--- src/rtl/resistive_n_way_mixer.sv ---
// N-input passive resistor mixer: out = sum(Vi/Ri) / sum(1/Ri), one weighted MAC per clk.
// Optional build macro RESISTIVE_MIXER_OVERRUN_CNT_EN adds a saturating overrun_cnt output.
module resistive_n_way_mixer #(
    parameter int           N      = 4,
    parameter int           WIDTH  = 16,
    parameter logic [255:0] R_LIST = {8{32'd10000}}
) (
    input  logic             clk,
    input  logic             I_RSTn,
    input  logic             audio_clk_en,
    input  logic [WIDTH-1:0] inputs [N-1:0],
    input  logic [N-1:0]     mute,
    output logic [WIDTH-1:0] out,
    output logic             out_valid,
`ifdef RESISTIVE_MIXER_OVERRUN_CNT_EN
    output logic [7:0]       overrun_cnt,
`endif
    output logic             busy
);

    localparam int ACC_W = WIDTH + 17;
    localparam int IDX_W = (N > 1) ? $clog2(N) : 1;

    // Conductance in 2^-32 siemens units; a zero resistor is flagged below and treated as open here.
    function automatic logic [63:0] cond_of(input int i);
        logic [63:0] r;
        r = 64'(R_LIST[32*i +: 32]);
        return (r == 64'd0) ? 64'd0 : (64'd1 << 32) / r;
    endfunction

    function automatic logic [16:0] weight_of(input int i);
        logic [63:0] g_sum;
        g_sum = 64'd0;
        for (int j = 0; j < N; j++) g_sum = g_sum + cond_of(j);
        return (g_sum == 64'd0) ? 17'd0 : 17'((cond_of(i) << 16) / g_sum);
    endfunction

    if (N < 2 || N > 8) begin : g_bad_n
        $error("resistive_n_way_mixer: N=%0d outside legal range 2..8", N);
    end

    logic [16:0] w_tab [N];

    for (genvar gi = 0; gi < N; gi++) begin : g_weight
        localparam logic [16:0] W_I = weight_of(gi);
        if (R_LIST[32*gi +: 32] == 32'd0) begin : g_bad_r
            $error("resistive_n_way_mixer: R_LIST entry %0d is zero", gi);
        end
        assign w_tab[gi] = W_I;
    end

    typedef enum logic [1:0] {IDLE, ACCUM, OUT} state_t;

    state_t           state;
    logic [IDX_W-1:0] idx;
    logic [ACC_W-1:0] acc;
    logic [WIDTH-1:0] snap [N];
    logic [WIDTH:0]   acc_top;

    assign acc_top = acc[ACC_W-1:16];

    // Strobes that arrive outside IDLE fall through the case untouched, so a running mix is never disturbed.
    always_ff @(posedge clk or negedge I_RSTn) begin
        if (!I_RSTn) begin
            state     <= IDLE;
            idx       <= '0;
            acc       <= '0;
            out       <= '0;
            out_valid <= 1'b0;
            busy      <= 1'b0;
            for (int i = 0; i < N; i++) snap[i] <= '0;
        end else begin
            out_valid <= 1'b0;
            case (state)
                IDLE: begin
                    if (audio_clk_en) begin
                        for (int i = 0; i < N; i++) snap[i] <= mute[i] ? '0 : inputs[i];
                        acc   <= '0;
                        idx   <= '0;
                        busy  <= 1'b1;
                        state <= ACCUM;
                    end
                end
                ACCUM: begin
                    acc <= acc + ACC_W'(w_tab[idx]) * ACC_W'(snap[idx]);
                    if (idx == IDX_W'(N - 1)) begin
                        state <= OUT;
                    end else begin
                        idx <= idx + 1'b1;
                    end
                end
                OUT: begin
                    out       <= acc_top[WIDTH] ? '1 : acc_top[WIDTH-1:0];
                    out_valid <= 1'b1;
                    busy      <= 1'b0;
                    state     <= IDLE;
                end
                default: state <= IDLE;
            endcase
        end
    end

`ifdef RESISTIVE_MIXER_OVERRUN_CNT_EN
    always_ff @(posedge clk or negedge I_RSTn) begin
        if (!I_RSTn) begin
            overrun_cnt <= '0;
        end else if (audio_clk_en && state != IDLE && overrun_cnt != 8'hFF) begin
            overrun_cnt <= overrun_cnt + 8'd1;
        end
    end
`endif

endmodule

--- config.mk ---
export PLATFORM = sky130hd
export DESIGN_NAME = resistive_n_way_mixer
export DESIGN_NICKNAME = d
export VERILOG_FILES = /design/src/rtl/resistive_n_way_mixer.sv
export SDC_FILE = /design/constraint.sdc
export NUM_CORES = 1
export LEC_CHECK = 0
export CORE_MARGIN = 3
export CORE_UTILIZATION = 45
export DETAILED_ROUTE_END_ITERATION = 8
export GPL_ROUTABILITY_DRIVEN = 0
export PLACE_DENSITY = 0.69
export SKIP_LAST_GASP = 1
export SLEW_MARGIN = 40
export SYNTH_ARGS = -nofsm -noshare
export SYNTH_HDL_FRONTEND = slang
export SYNTH_SLANG_ARGS = --single-unit
--- constraint.sdc ---
create_clock -name clk -period 5.8 [get_ports clk]
set_input_delay 0.87 -clock clk [delete_from_list [all_inputs] [get_ports clk]]
set_output_delay 0.87 -clock clk [all_outputs]
set_load 0.01 [all_outputs]
==> run_results.csv <==
group,metric,value,unit
global_routing,gr-total-overflow,0,
sta,setup-violations-final,0,
layout,fin_util,57.4,%
clocking,cts_setup_buffers,0,
synthesis,synth_fp_nets,705,
die,fp-row-count,40,
worst_setup_path,crit_path_start_kind,"flip-flop",
pwr,leakagePower,3.19,nW
route,wl_met3,538,um
worst_setup_path,reg2reg_depth,15,
synthesis,avgSynthCellArea,9.80,um^2
route,drtAntennaViolNets,0,
sta,fmax,254,MHz
route,first_pass_iters,4,
clocking,cts.reportedPaths.clkPinSlew,80,ps
worst_setup_path,path_class,"flip-flop to flip-flop",
worst_setup_path,cp-endpoint,"acc[29]$_DFFE_PN0P_",
synthesis,synthFlopType,"dfrtp_1",
synthesis,netlist_area,5730,um^2
layout,ff_latch_area,2630,um^2
synthesis,seq_area_frac_synth,45.8,%
synthesis,synth_warnings,0,
synthesis,ys_async_sr_fraction,100,%
route,finalWirelength,12100,um
pwr,p_total,3.44,mW
clocking,cts.repair.resized,0,
die,core_area,12200,um^2
clocking,clk_latency,340,ps
sta,hold_viol,0,
clocking,cts_inserted_buffers,9,
worst_setup_path,cp-end-kind,"flip-flop",
sta,fin_tns_setup,0,ps
route,initialDrtViolationCount,285,
place,pre_cts_ws,1860,ps
pwr,swShare,39.0,%
route,vias,4244,
layout,final_nets,771,
route,top_layer_used,"met4",
status,status,"complete, no violations",
layout,final_cells,824,
layout,stdcell_area,7010,um^2
global_routing,grt_first_pass_wirelength,20300,um
die,die_area,14100,um^2
place,placedCellCount,808,
route,viasPerCell,5.15,
worst_setup_path,cp.required,6000,ps
pwr,p_clk_share,17.3,%
synthesis,synth_area_leaders,"dfrtp_1 (46%), ha_1 (10%), nand2b_1 (7.2%)",
clocking,cts_tree,"done",
pwr,pwr_density_cell,491,nW/um^2
sta,worstMarginPinSlew,750,ps
synthesis,ys_ff_latch,105,
hold_path,hp-class,"flip-flop to flip-flop",
pwr,ir_worst_vdd,0.207,mV
die,die_y,119,um
die,die_x,119,um
synthesis,synthCells,585,
die,start_util,47.0,%
layout,diodes,0,
clocking,cts.sinks,105,
clocking,htree_levels,3,
global_routing,first_global_vias,4210,
die,io_pins,89,
layout,fillCellCount,1101,
layout,syn_to_final_growth,22.2,%
clocking,cts_buffer_depth,2,
route,met1Wirelength,6140,um
pwr,p_switching,1.34,mW
pwr,seq_power_share,35.3,%
sta,fin_crit,3930,ps
worst_setup_path,critPathMaxFanout,18,
global_routing,antenna_found_initial,0,
route,routedWlPerCell,14.6,um
global_routing,grt_util_all_layers,17.7,%
sta,skew,12.3,ps
sta,slew_headroom,50.0,%
route,wl_met2,5160,um
route,drcViolationCount,0,
worst_setup_path,reg2reg_slack,1870,ps
sta,period_share,67.8,%
synthesis,synth_cell_type_count,40,
synthesis,synth_edf_count,0,
pwr,p_int,2.10,mW
worst_setup_path,cp-startpoint,"idx[1]$_DFFE_PN0P_",
sta,finalMaxSlewViolations,0,
sta,rsz0062_at_grt,"false",
place,dp_hpwl,9180,um
place,port_buffers,88,
worst_setup_path,cp.arrival,4140,ps
global_routing,grt_max_degree,129,
sta,setup_slack,1870,ps
layout,multi_input_area,2940,um^2
flow_run,maxCapViolCount,0,
sta,holdWs,481,ps
layout,final_layout_size_suffix_gt1_share,6.86,%
synthesis,yosysTopAreaCell,"dfrtp_1",
pwr,pwr-share-comb,47.5,%
worst_setup_path,r2r_end,"acc[29]$_DFFE_PN0P_",
synthesis,synth.top_cell.area_share,45.8,%
place,placed_area,6720,um^2
clocking,hold_buffers,0,
worst_setup_path,r2r_start,"idx[1]$_DFFE_PN0P_",
clocking,clock-root-buffer,"clkbuf_16",
-- cell usage in the layout (no fill, tap or decap), types with 9 or more instances in the layout --
master / netlist / final
ha_1: 47 / 47
nand2b_1: 66 / 65
nor2_1: 25 / 25
clkbuf_16: 0 / 9
mux4_2: 16 / 16
a21oi_1: 12 / 12
nand2_1: 108 / 107
clkdlybuf4s50_1: 0 / 87
dfrtp_1: 105 / 105
o21ai_1: 47 / 47
o21ai_0: 58 / 58
-- critical path, stage by stage, from the launching register on --
cell and delay (ps):
dfrtp_1 830, mux4_2 410, ha_1 200, ha_1 280, ha_1 140, inv_1 50, fa_1 370, inv_1 60
ha_1 170, fa_1 220, a21o_2 150, a31oi_1 110, or2_4 300, o311ai_4 280, xnor2_1 150, o21ai_1 70
-- layout make-up --
cell class / instances / share of cell area, %
Multi-Input combinational cell: 435 / 42.0
Sequential cell: 105 / 37.5
Tap cell: 168 / 3.00
Inverter: 8 / 0.429
Timing Repair Buffer: 92 / 13.0
Clock inverter: 6 / 0.822
Clock buffer: 10 / 3.27
-- power groups by stage --
stage | clock (mW) | combinational (mW) | sequential (mW)
after floorplan | 0 | 1.20 | 1.18
after global placement | 0 | 1.58 | 1.21
after detailed placement | 0 | 1.63 | 1.23
after CTS | 0.607 | 1.64 | 1.22
after global routing | 0.632 | 1.85 | 1.25
final | 0.594 | 1.63 | 1.21
-- worst min path at each step --
| stage | startpoint | end | slack (ps) | cells after the start |
|---|---|---|---|---|
| after floorplan | snap[31]$_DFFE_PN0P_ | snap[31]$_DFFE_PN0P_ | 440 | 2 |
| after global placement | snap[42]$_DFFE_PN0P_ | snap[42]$_DFFE_PN0P_ | 460 | 2 |
| after detailed placement | snap[54]$_DFFE_PN0P_ | snap[54]$_DFFE_PN0P_ | 470 | 2 |
| after CTS | out[0]$_DFFE_PN0P_ | out[0]$_DFFE_PN0P_ | 490 | 2 |
| after global routing | out[7]$_DFFE_PN0P_ | out[7]$_DFFE_PN0P_ | 500 | 2 |
| final | out[13]$_DFFE_PN0P_ | out[13]$_DFFE_PN0P_ | 480 | 2 |
-- Yosys cell counts, types with 3 or more instances --
master	count
nand2_1	108
dfrtp_1	105
nand2b_1	66
o21ai_0	58
ha_1	47
o21ai_1	47
clkbuf_1	30
nor2_1	25
mux4_2	16
a21oi_1	12
inv_1	8
nand3_1	7
xnor2_1	7
a22o_1	4
buf_2	4
nor2b_1	4
xor2_1	4
a31oi_1	3
o21bai_1	3
-- routing by layer --
metal,GRT usage [%],vias to the layer above
met1,26.8,1962
met4,6.30,0
met3,2.71,21
li1,-,2139
met2,25.9,122
met5,0,-
-- sequential cells by signal (all words and copies together) (netlist names) --
signal / count
busy: 1
acc: 19
out_valid: 1
state: 2
idx: 2
snap: 64
out: 16
-- cell families after synthesis --
family	Yosys count	synth area share, %
XOR/XNOR	11	1.68
buffers and inverters	45	3.10
adder cells (fa/ha/maj)	49	11.0
multiplexers	18	6.63
AO/OA/AOI/OAI	141	14.2
flip-flops	105	45.8
AND/OR/NAND/NOR	216	17.7
Power figures use the tool's default switching activity.
